## src/rtl/reg_file_sb.sv

```systemverilog
// Integer register file with NREAD combinational read ports, one write port,
// x0 hardwired to zero and a per-register busy scoreboard. Optional macro
// RF_BYPASS_EN forwards a same-cycle write to matching read ports.

module rf_rd_port #(
  parameter int XLEN = 32,
  parameter int NREG = 32,
  parameter int AW   = $clog2(NREG)
) (
  input  logic [AW-1:0]              addr,
  input  logic [NREG-1:0][XLEN-1:0]  regs,
  input  logic [NREG-1:0]            busy,
  input  logic                       byp_hit,
  input  logic [XLEN-1:0]            byp_data,
  input  logic                       byp_busy,
  output logic [XLEN-1:0]            data,
  output logic                       busy_o
);
  always_comb begin
    data   = '0;
    busy_o = 1'b0;
    if (byp_hit) begin
      data   = byp_data;
      busy_o = byp_busy;
    end else if (addr != '0) begin
      data   = regs[addr];
      busy_o = busy[addr];
    end
  end
endmodule

module reg_file_sb #(
  parameter int XLEN  = 32,
  parameter int NREG  = 32,
  parameter int NREAD = 2,
  parameter int AW    = $clog2(NREG)
) (
  input  logic                  clk,
  input  logic                  rst,
  input  logic [NREAD*AW-1:0]   rd_addr,
  output logic [NREAD*XLEN-1:0] rd_data,
  output logic [NREAD-1:0]      rd_busy,
  input  logic                  we,
  input  logic [AW-1:0]         wa,
  input  logic [XLEN-1:0]       wd,
  input  logic                  iss_valid,
  input  logic [AW-1:0]         iss_rd,
  output logic [AW:0]           busy_cnt
);
  logic [NREG-1:0][XLEN-1:0] regs_q, regs_d;
  logic [NREG-1:0]           busy_q, busy_d;
  logic [AW:0]               busy_cnt_q, busy_cnt_d;

  logic wr_ok, iss_ok, set_new, clr_new;

  always_comb begin
    wr_ok  = we && (wa != '0);
    iss_ok = iss_valid && (iss_rd != '0);
    // Counter tracks real 0->1 and 1->0 transitions; a set on the written
    // register wins, so that write does not count as a clear.
    set_new = iss_ok && !busy_q[iss_rd];
    clr_new = wr_ok && busy_q[wa] && !(iss_ok && (iss_rd == wa));

    regs_d = regs_q;
    busy_d = busy_q;
    if (wr_ok) begin
      regs_d[wa] = wd;
      busy_d[wa] = 1'b0;
    end
    if (iss_ok) busy_d[iss_rd] = 1'b1;

    busy_cnt_d = busy_cnt_q + {{AW{1'b0}}, set_new} - {{AW{1'b0}}, clr_new};
  end

  always_ff @(posedge clk or posedge rst) begin
    if (rst) begin
      regs_q     <= '0;
      busy_q     <= '0;
      busy_cnt_q <= '0;
    end else begin
      regs_q     <= regs_d;
      busy_q     <= busy_d;
      busy_cnt_q <= busy_cnt_d;
    end
  end

  assign busy_cnt = busy_cnt_q;

  for (genvar i = 0; i < NREAD; i++) begin : g_rd
    logic [AW-1:0] addr;
    logic          hit;
    assign addr = rd_addr[i*AW +: AW];
`ifdef RF_BYPASS_EN
    // Gated by rst so nothing leaks out while the file is held in reset.
    assign hit = !rst && we && (wa != '0) && (wa == addr);
`else
    assign hit = 1'b0;
`endif
    rf_rd_port #(.XLEN(XLEN), .NREG(NREG), .AW(AW)) u_port (
      .addr    (addr),
      .regs    (regs_q),
      .busy    (busy_q),
      .byp_hit (hit),
      .byp_data(wd),
      .byp_busy(iss_valid && (iss_rd == wa)),
      .data    (rd_data[i*XLEN +: XLEN]),
      .busy_o  (rd_busy[i])
    );
  end
endmodule
```

## config.mk

```make
export PLATFORM = sky130hd
export DESIGN_NAME = reg_file_sb
export DESIGN_NICKNAME = d
export VERILOG_FILES = /design/src/rtl/reg_file_sb.sv
export SDC_FILE = /design/constraint.sdc
export NUM_CORES = 2
export LEC_CHECK = 0
export ABC_CLOCK_PERIOD_IN_PS = 53400
export CELL_PAD_IN_SITES_DETAIL_PLACEMENT = 1
export CELL_PAD_IN_SITES_GLOBAL_PLACEMENT = 2
export CORE_ASPECT_RATIO = 1.1
export CORE_MARGIN = 10
export CORE_UTILIZATION = 47
export CTS_BUF_LIST = sky130_fd_sc_hd__clkbuf_8
export DETAILED_ROUTE_END_ITERATION = 6
export PLACE_DENSITY = 0.95
export SYNTH_ARGS = -nofsm -noshare
export SYNTH_HDL_FRONTEND = slang
export SYNTH_HIERARCHICAL = 1
export SYNTH_SLANG_ARGS = --single-unit
```

## constraint.sdc

```tcl
create_clock -name clk -period 53.4 [get_ports clk]
set_input_delay 10.68 -clock clk [delete_from_list [all_inputs] [get_ports clk]]
set_output_delay 10.68 -clock clk [all_outputs]
set_load 0.005 [all_outputs]
```

==> summary.md <==
| Metric | Value |
|---|---|
| Commonest non-fill, non-tap cell in the layout | dfrtp_1 |
| DIE WIDTH | 356 um |
| Syn avg cell area | 13.6 um2 |
| Final setup viols | 0 |
| Outcome | finished clean |
| Critical path endpoint category | output pin |
| Cts repair resizes | 0 |
| Most used DFF post-synth | dfrtp_1 |
| Design area | 64100 um2 |
| Slew headroom | 0.0407 |
| Pwr dens | 36.8 nW/um2 |
| Internal reg-to-reg setup slack | 50.28 ns |
| Placer Congestion | 0.832 |
| Post-DR wirelength/cell | 33.0 um |
| Period utilization | 0.500 |
| Layout Nets | 4284 |
| FF-to-FF path depth | 13 |
| CORE AREA | 123000 um2 |
| Sw frac | 0.297 |
| Root Buffer | clkbuf_8 |
| TNS Setup | 0 ns |
| Hold path cells | 0 |
| Post-Syn Area | 58300 um2 |
| Int Pwr | 1660 uW |
| Fill count | 11900 |
| Pins over their slew limit | 0 |
| FP Rows | 135 |
| # clock sinks | 1062 |
| IR drop worst, VDD | 22.3 uV |
| Pin count of the biggest net entering global routing | 128 |
| Comb pwr share | 0.215 |
| Htree depth | 4 |
| Critical path's largest stage delay | 0.87 ns |
| Yosys warning total | 6 |
| HP Class | reg2reg |
| Syn Inst Count | 4291 |
| Die area | 139000 um2 |
| Most frequent cells in the layout | dfrtp_1 (1062), mux2_2 (1053), mux2i_1 (401) |
| Critical Path RT | 42.72 ns |
| Max Clock Freq | 37.4 MHz |
| Setup bufs post-CTS | 0 |
| Share of cells above drive strength 1 | 0.427 |
| Worst Tran Pin Value | 1.43 ns |
| Iter 0 DRT Violations | 3644 |
| Final hold violation count | 0 |
| Initial antenna violation count | 3 |
| CP cell instances | buf_8 > buf_4 > buf_4 > buf_4 > nand3b_1 > buf_4 > o21ai_0 > a2111oi_1 > a21oi_1 > clkdlybuf4s50_1 |
| WP data arrival | 16.02 ns |
| RSZ-0062 raised after global routing | no |
| Async S/R FF share, synth | 1.00 |
| GRT Overall Usage | 0.280 |
| CTS Buf Count | 174 |
| Die Height | 389 um |
| # DRC | 0 |
| Grt ovf | 0 |
| Worst reg2reg path endpoint | busy_cnt[4] |
| Placed Area | 60400 um2 |
| Number of global-route vias before repair | 44900 |
| Top cell by count, worst path | buf_4 |
| Synthesis-to-layout area growth | 9.94% |
| Final wirelength | 198000 um |
| Post-route antenna net violation count | 0 |
| R2R Path Start | busy_q[3] |
| Clock skew | 0.0342 ns |
| CP max-delay cell | buf_4 |
| CTS tree | built |
| HPWL after detailed placement | 112000 um |
| Worst-path clk slew | 0.05 ns |
| Switching pwr | 701 uW |
| Top Ports | 128 |
| Leakage power | 0.0281 uW |
| DR vias | 40800 |
| Crit. Startpoint | rd_addr[0] |
| # hold bufs at CTS | 0 |
| Worst Path Buf+Inv | 6 |
| Stages on the worst setup path | 10 |
| Port bufs | 127 |
| DR vias/cell | 6.79 |
| Final min period | 26.70 ns |
| First-pass GRT wire length | 294000 um |
| Crit Path Max Fanout | 57 |
| Maximum root-to-sink buffer count | 3 |
| Max_cap viols | 0 |
| Yosys reg bits | 1062 |
| EDFF count, synth | 0 |
| Power Total | 2360 uW |
| Sequential element share of the synthesized area | 0.456 |
| Clock power share | 0.322 |
| Clock latency on the worst-skew pair | 0.91 ns |
| Initial Util | 0.474 |
| Largest delay share family, worst path | buffers and inverters |
| Critical path type | in2out |
| Yosys cell types | 63 |
| CP Capture Point | rd_data[7] |
| Startpoint Class | input port |
| Share of power burned in registers | 0.462 |
| Pre-antenna DRT Iters | 6 |
| Post-layout util | 0.521 |
power by group through the flow:
stage / registers (uW) / logic, uW / clock network (uW)
6_report: 1090 / 508 / 762
5_1_grt: 1110 / 543 / 808
4_1_cts: 1090 / 506 / 771
3_5_place_dp: 1100 / 497 / 0
3_3_place_gp: 1070 / 474 / 0
2_1_floorplan: 1050 / 385 / 0
synthesized netlist by cell type, drive strengths merged, types with 66 or more instances:
cell        n  area, um2
buf       206       1180
a22o       68        596
o22ai     134        838
a21oi     134        671
mux2     1061      11900
o21ai      99        495
or4        66        495
mux2i     401       4010
nor2      152        581
dfrtp    1062      26600
clkbuf    268       1010
a2111oi    68        866
nand2     102        383
mux4      343       7720
worst reg2reg max path, cell delays in order (launching register included):
cell     delay (ns)
dfrtp_1        0.43
mux4_2         0.47
nor3b_1        0.16
a31oi_1        0.17
o22ai_1        0.10
a211o_1        0.29
ha_1           0.29
inv_1          0.05
ha_1           0.21
fa_1           0.43
a21oi_1        0.15
nor2_1         0.06
nor2_1         0.11
xnor2_1        0.12
state kept, by name (all words and copies together), names as in the netlist:
name	cells
busy_q	32
busy_cnt	6
regs_q	1024
worst min path at each step:
stage / from / slack (ns) / end
4_1_cts: regs_q[29] / 0.40 / regs_q[29]
2_1_floorplan: regs_q[0] / 0.45 / regs_q[0]
5_1_grt: regs_q[13] / 0.41 / regs_q[13]
3_5_place_dp: regs_q[13] / 0.39 / regs_q[13]
3_3_place_gp: regs_q[25] / 0.38 / regs_q[25]
6_report: regs_q[29] / 0.40 / regs_q[29]
logic make-up (layout without fill, tap and decap cells):
| group | Yosys count | count (layout) | share of synthesized area |
|---|---|---|---|
| compound gates | 526 | 526 | 0.0625 |
| xor+xnor | 10 | 10 | 0.00150 |
| fa+ha+maj | 7 | 7 | 0.00163 |
| buf+inv | 484 | 547 | 0.0382 |
| flops | 1062 | 1062 | 0.456 |
| mux | 1805 | 1805 | 0.406 |
| other cells | 1 | 9 | 0.0000643 |
| simple gates | 396 | 396 | 0.0343 |
cell type report:
class | count | area (um2) | area share
timing repair buffer | 221 | 2000 | 0.0312
antenna | 1 | 2.50 | 0.0000390
clock buffer | 225 | 3100 | 0.0483
clock inverter | 91 | 598 | 0.00933
tap | 1644 | 2060 | 0.0321
sequential | 1062 | 26600 | 0.414
multi-input combinational | 2752 | 29700 | 0.464
inverter | 10 | 45.0 | 0.000702
layer usage:
metal | global-route usage | vias to the layer above | share of wire
met1 | 0.343 | 21700 | 0.38
met5 | 0 | - | 0.000056
met3 | 0.0609 | 737 | 0.078
li1 | - | 16200 | -
met4 | 0.167 | 2 | 0.065
met2 | 0.454 | 2097 | 0.48
stage by stage:
stage | setup slack, ns | instances | hold WS (ns)
6_report | 26.70 | 6006 | 0.401
5_1_grt | 26.38 | 6006 | 0.410
4_1_cts | 26.57 | 6005 | 0.403
3_5_place_dp | 26.60 | 5689 | 0.390
3_3_place_gp | 26.73 | 5689 | 0.384
2_1_floorplan | 12.83 | 4298 | 0.449
Note: power is estimated with default switching activity, not from simulation.
